### config.mk
export PLATFORM = sky130hd
export DESIGN_NAME = fsm_timer_control
export DESIGN_NICKNAME = d
export VERILOG_FILES = /design/src/rtl/fsm_timer_control.sv
export SDC_FILE = /design/constraint.sdc
export NUM_CORES = 1
export LEC_CHECK = 0
export CAP_MARGIN = 20
export CORE_MARGIN = 1
export CORE_UTILIZATION = 50
export DETAILED_ROUTE_END_ITERATION = 8
export HOLD_SLACK_MARGIN = 0.08
export PLACE_DENSITY = 0.78
export SETUP_SLACK_MARGIN = 0.2
export SYNTH_ARGS = -nofsm -noshare
export SYNTH_HDL_FRONTEND = slang
export SYNTH_SLANG_ARGS = --single-unit
### constraint.sdc
create_clock -name i_Clock -period 3.1 [get_ports i_Clock]
set_clock_uncertainty 0.1 [all_clocks]
set_input_delay 0.62 -clock i_Clock [delete_from_list [all_inputs] [get_ports i_Clock]]
set_output_delay 0.62 -clock i_Clock [all_outputs]
set_load 0.1 [all_outputs]
### src/rtl/fsm_timer_control.sv
// -----------------------------------------------------------------------------
// fsm_timer_control
//   Timing helper for a main exposure FSM. It has three jobs:
//     * It holds a programmable exposure length (o_Exp_time). The length is
//       adjusted by +/-1 per cycle while the main FSM is idle, and it
//       saturates at P_EXP_MIN and P_EXP_MAX.
//     * It runs an exposure countdown (o_count_time). The countdown reloads
//       while idle, counts down to 0 during exposure, and holds during readout.
//     * It sequences the readout (o_RD_FSM):
//       INIT -> NRE_1 -> ADC_1 -> NOTHING -> NRE_2 -> ADC_2 -> END.
//
// Ports
//   i_Clock         rising-edge clock
//   i_Reset         synchronous, active-high reset
//   i_Main_FSM[1:0] main state: 00 idle, 01 exposure, 10 readout, 11 = idle
//   i_Exp_increase  level request: exposure length +1
//   i_Exp_decrease  level request: exposure length -1
//   o_count_time    exposure countdown
//   o_RD_FSM        readout state code
//   o_Exp_time      programmed exposure length
// -----------------------------------------------------------------------------
module fsm_timer_control #(
    parameter logic [4:0] P_EXP_DEFAULT = 5'd5,
    parameter logic [4:0] P_EXP_MIN     = 5'd2,
    parameter logic [4:0] P_EXP_MAX     = 5'd30,
    parameter int         P_NRE_LEN     = 2,
    parameter int         P_ADC_LEN     = 2,
    parameter int         P_GAP_LEN     = 1
) (
    input  logic       i_Clock,
    input  logic       i_Reset,
    input  logic [1:0] i_Main_FSM,
    input  logic       i_Exp_increase,
    input  logic       i_Exp_decrease,
    output logic [4:0] o_count_time,
    output logic [2:0] o_RD_FSM,
    output logic [4:0] o_Exp_time
);

    typedef enum logic [2:0] {
        s_init    = 3'b000,
        s_nre_1   = 3'b001,
        s_adc_1   = 3'b010,
        s_nothing = 3'b011,
        s_nre_2   = 3'b100,
        s_adc_2   = 3'b101,
        s_end     = 3'b110
    } rd_state_e;

    // The phase counter only has to reach (longest timed state - 1).
    localparam int MAX_LEN_A = (P_NRE_LEN > P_ADC_LEN) ? P_NRE_LEN : P_ADC_LEN;
    localparam int MAX_LEN   = (MAX_LEN_A > P_GAP_LEN) ? MAX_LEN_A : P_GAP_LEN;
    localparam int PH_W      = (MAX_LEN > 1) ? $clog2(MAX_LEN) : 1;

    localparam logic [PH_W-1:0] NRE_LAST = PH_W'(P_NRE_LEN - 1);
    localparam logic [PH_W-1:0] ADC_LAST = PH_W'(P_ADC_LEN - 1);
    localparam logic [PH_W-1:0] GAP_LAST = PH_W'(P_GAP_LEN - 1);

    rd_state_e       state_q, state_d;
    logic [PH_W-1:0] phase_q, phase_d;
    logic [4:0]      exp_q, exp_d;
    logic [4:0]      count_q, count_d;

    logic            is_expo, is_ro, is_idle;
    logic            timed;
    logic [PH_W-1:0] last;
    rd_state_e       nxt;

    always_comb begin
        is_expo = (i_Main_FSM == 2'b01);
        is_ro   = (i_Main_FSM == 2'b10);
        // Code 11 is treated as idle.
        is_idle = !is_expo && !is_ro;
    end

    // Exposure length and countdown
    always_comb begin
        exp_d   = exp_q;
        count_d = count_q;
        if (is_idle) begin
            // The countdown takes the current length. Any adjustment made on
            // this edge shows up in the countdown one cycle later.
            count_d = exp_q;
            if (i_Exp_increase && !i_Exp_decrease && (exp_q < P_EXP_MAX))
                exp_d = exp_q + 5'd1;
            else if (i_Exp_decrease && !i_Exp_increase && (exp_q > P_EXP_MIN))
                exp_d = exp_q - 5'd1;
        end else if (is_expo) begin
            if (count_q != 5'd0)
                count_d = count_q - 5'd1;
        end
    end

    // Readout sequencer. Each timed state is described by its last phase value
    // and its successor, so a single advance rule below covers all of them.
    always_comb begin
        timed = 1'b0;
        last  = '0;
        nxt   = state_q;
        case (state_q)
            s_nre_1:   begin timed = 1'b1; last = NRE_LAST; nxt = s_adc_1;   end
            s_adc_1:   begin timed = 1'b1; last = ADC_LAST; nxt = s_nothing; end
            s_nothing: begin timed = 1'b1; last = GAP_LAST; nxt = s_nre_2;   end
            s_nre_2:   begin timed = 1'b1; last = NRE_LAST; nxt = s_adc_2;   end
            s_adc_2:   begin timed = 1'b1; last = ADC_LAST; nxt = s_end;     end
            default:   begin timed = 1'b0; last = '0;       nxt = state_q;   end
        endcase
    end

    always_comb begin
        state_d = state_q;
        phase_d = phase_q;
        if (!is_ro) begin
            // Leaving readout aborts the sequence at any point.
            state_d = s_init;
            phase_d = '0;
        end else if (state_q == s_init) begin
            state_d = s_nre_1;
            phase_d = '0;
        end else if (timed) begin
            if (phase_q == last) begin
                state_d = nxt;
                phase_d = '0;
            end else begin
                phase_d = phase_q + 1'b1;
            end
        end else if (state_q != s_end) begin
            // Unused code 111: recover to INIT.
            state_d = s_init;
            phase_d = '0;
        end
    end

    always_ff @(posedge i_Clock) begin
        if (i_Reset) begin
            state_q <= s_init;
            phase_q <= '0;
            exp_q   <= P_EXP_DEFAULT;
            count_q <= P_EXP_DEFAULT;
        end else begin
            state_q <= state_d;
            phase_q <= phase_d;
            exp_q   <= exp_d;
            count_q <= count_d;
        end
    end

    assign o_RD_FSM     = state_q;
    assign o_Exp_time   = exp_q;
    assign o_count_time = count_q;

endmodule

==> metrics <==
postcts setup bufs=0; Post-synth top flop=dfxtp_1; Iter 0 DRT Violations=16; Synth cell types=34; initial antenna violation count=0; first-pass GRT wire length=3230 µm; Worst-path clk slew=0.09 ns; worst hold path type=register to register; Initial DRT Pass Iterations=4; unrepaired setup endpoints after global routing=no; remaining global-route overflow=0; CTS tree=built; largest family of logic cells by synthesized area=compound AO/OA/AOI/OAI gates; Avg Cell Area, Syn=slightly above 8 µm²; post-synthesis sequential area ratio=between 20% and 30%; status=complete, no violations; hold depth=2; CP arrival=between 2 and 3 ns; Vias per Instance=~5.4; Routability Congestion=0.853; vias in the first global route=between 700 and 800; clock buffer depth=2; Leak=slightly below 0.5 nW; # diodes=0; mux contribution to synthesized area=4.55%; Max VDD drop=approximately 370 µV; xor and xnor area share after synthesis=3.74%; Post-Synthesis Cells=around 120; post_cts resized=0; Max Cap Violations=0; final wirelength=1930 µm; Die Wd=between 40 and 50 µm; final hold violations=0; Hold-fix buffers, CTS=0; initial core utilization=a little over half; Final setup viols=0; total power=0.577 mW; FFs w/ async S/R, synth=0%; CP max FO=4; mean routed wirelength per cell=12.2 µm; Cell Pwr Density=just over 500 nW/µm²; Worst Setup EP=o_Exp_time[4]; Die ar.=slightly above 2000 µm²; pin count of the biggest net entering global routing=14; worst flop-to-flop path endpoint=o_Exp_time[4]; Placement Rows=15; syn nets=129; CTS sink cnt=14; area delta synth->final=21.4%; startpoint types=input pin; core area=1750 µm²; relative max-transition margin=between 60% and 70%; actual slew at the worst max-slew pin=about 0.45 ns; # nets final=148; Fmax achieved=around 390 MHz; share of cells above drive strength 1=16.5%; H-tree levels=1; CP endpoint kind=register; worst reg-to-reg path cell count=8; Worst R2R Start=o_Exp_time[2]; gr usage total=21.3%; most common cell after layout, fill and taps aside=nor2_1; Req. time, crit path=between 3 and 4 ns; Synth area leader=dfxtp_1; Simple-Gate Fraction of Synth Area=between 20% and 30%; CTS Buf Count=3; Final Critical Period=between 2 and 3 ns; die height=45.3 µm; clk_lat worst skew=~0.28 ns; synth top area cells=dfxtp_1, ha_1, nor2_1; synthesized area=936 µm²; DP Wirelength=1440 µm; I/O pins=19; drc violations=0; Setup TNS=0 ns; Final Max Slew Viols=0; CP startpoint=i_Exp_increase; clock root cell=clkbuf_4; share of the synthesized area in the top cell type=between 20% and 30%; Yosys reg bits=14; fin crit share=roughly 84%; Adder-Cell Fraction of Synth Area=a little under an eighth; most frequent cells in the layout=nor2_1, dfxtp_1, buf_4; Ys Warns=0; post-route ant nets=0; Crit Path Class=input pin to register; Vias=~860; Synth Area in Compound Gates=23.9%; PortBufs=18; Post-synth EDFFs=0; R2R setup slack=between 0.7 and 0.8 ns
-- worst max-delay path: stages --
cell and delay [ns]:
clkdlybuf4s50_1 0.48, and3b_1 0.29, inv_1 0.12, ha_1 0.34, nand2b_1 0.07, a21oi_1 0.16
mux2i_1 0.21, nor2_1 0.06, mux2_1 0.30
-- per-stage QoR --
step / hold WS, ns / instance area, µm² / cells / setup slack [ns] / utilization [%]
final: 0.482 / 1140 / 158 / 0.505 / 65.1
after global routing: 0.526 / 1140 / 158 / 0.334 / 65.1
after CTS: 0.481 / 1140 / 158 / 0.497 / 65.1
after detailed placement: 0.466 / 1100 / 154 / 0.208 / 63.0
after global placement: 0.463 / 1100 / 154 / 0.258 / 63.0
after floorplan: 0.526 / 936 / 115 / 0.213 / -
-- report_power, final --
| part | internal [mW] | leakage (nW) | switching [mW] |
|---|---|---|---|
| Sequential | 0.193 | 0.114 | 0.0210 |
| Combinational | 0.0707 | 0.355 | 0.157 |
| Clock | 0.0714 | 0.0210 | 0.0637 |
-- kinds of logic after synthesis --
| group | Yosys count |
|---|---|
| simple gates | 38 |
| flops | 14 |
| compound gates | 32 |
| mux | 4 |
| fa+ha+maj | 8 |
| xor+xnor | 4 |
| buf+inv | 15 |
-- routing by layer --
layer / routed length, µm / vias to the layer above / global-route usage (%)
met4: 12 / 0 / 5.45
met5: 0 / - / 0
met3: 72 / 4 / 4.00
li1: - / 437 / -
met2: 895 / 22 / 35.4
met1: 947 / 395 / 28.3
-- area by class of cell --
class / count / area (µm²)
fillers: 167 / 609
clock buffers: 4 / 36.3
flip-flops and latches: 14 / 280
well taps: 25 / 31.3
multi-input cells: 86 / 599
inverters: 11 / 41.3
repair buffers: 18 / 148
-- registers in the layout, indices dropped and copies added, names as in the netlist --
signal,cells
phase_q,1
o_count_time,5
o_RD_FSM,3
o_Exp_time,5
-- how the worst min path moves through the flow --
stage	startpoint	slack, ns	endpoint
final	o_count_time[4]	0.48	o_count_time[4]
after CTS	o_count_time[4]	0.48	o_count_time[4]
after global routing	o_count_time[4]	0.53	o_count_time[4]
after global placement	o_count_time[2]	0.46	o_count_time[2]
after floorplan	phase_q	0.53	phase_q
after detailed placement	o_count_time[4]	0.47	o_count_time[4]
-- synthesized netlist by cell type, types with 2 or more instances --
cell       n
inv_1     11
ha_1       7
nor3_1     2
nor2_1    20
nand2_1    4
dfxtp_1   14
mux2i_1    2
mux2_1     2
a22o_1     2
a31oi_1    3
a21oi_1    9
o21ai_1    2
nor3b_2    2
clkbuf_1   4
nor2b_1    2
o21ai_0    5
a21o_1     2
xnor2_1    3
a22oi_1    2
nand2b_1   3
Power figures use the tool's default switching activity.
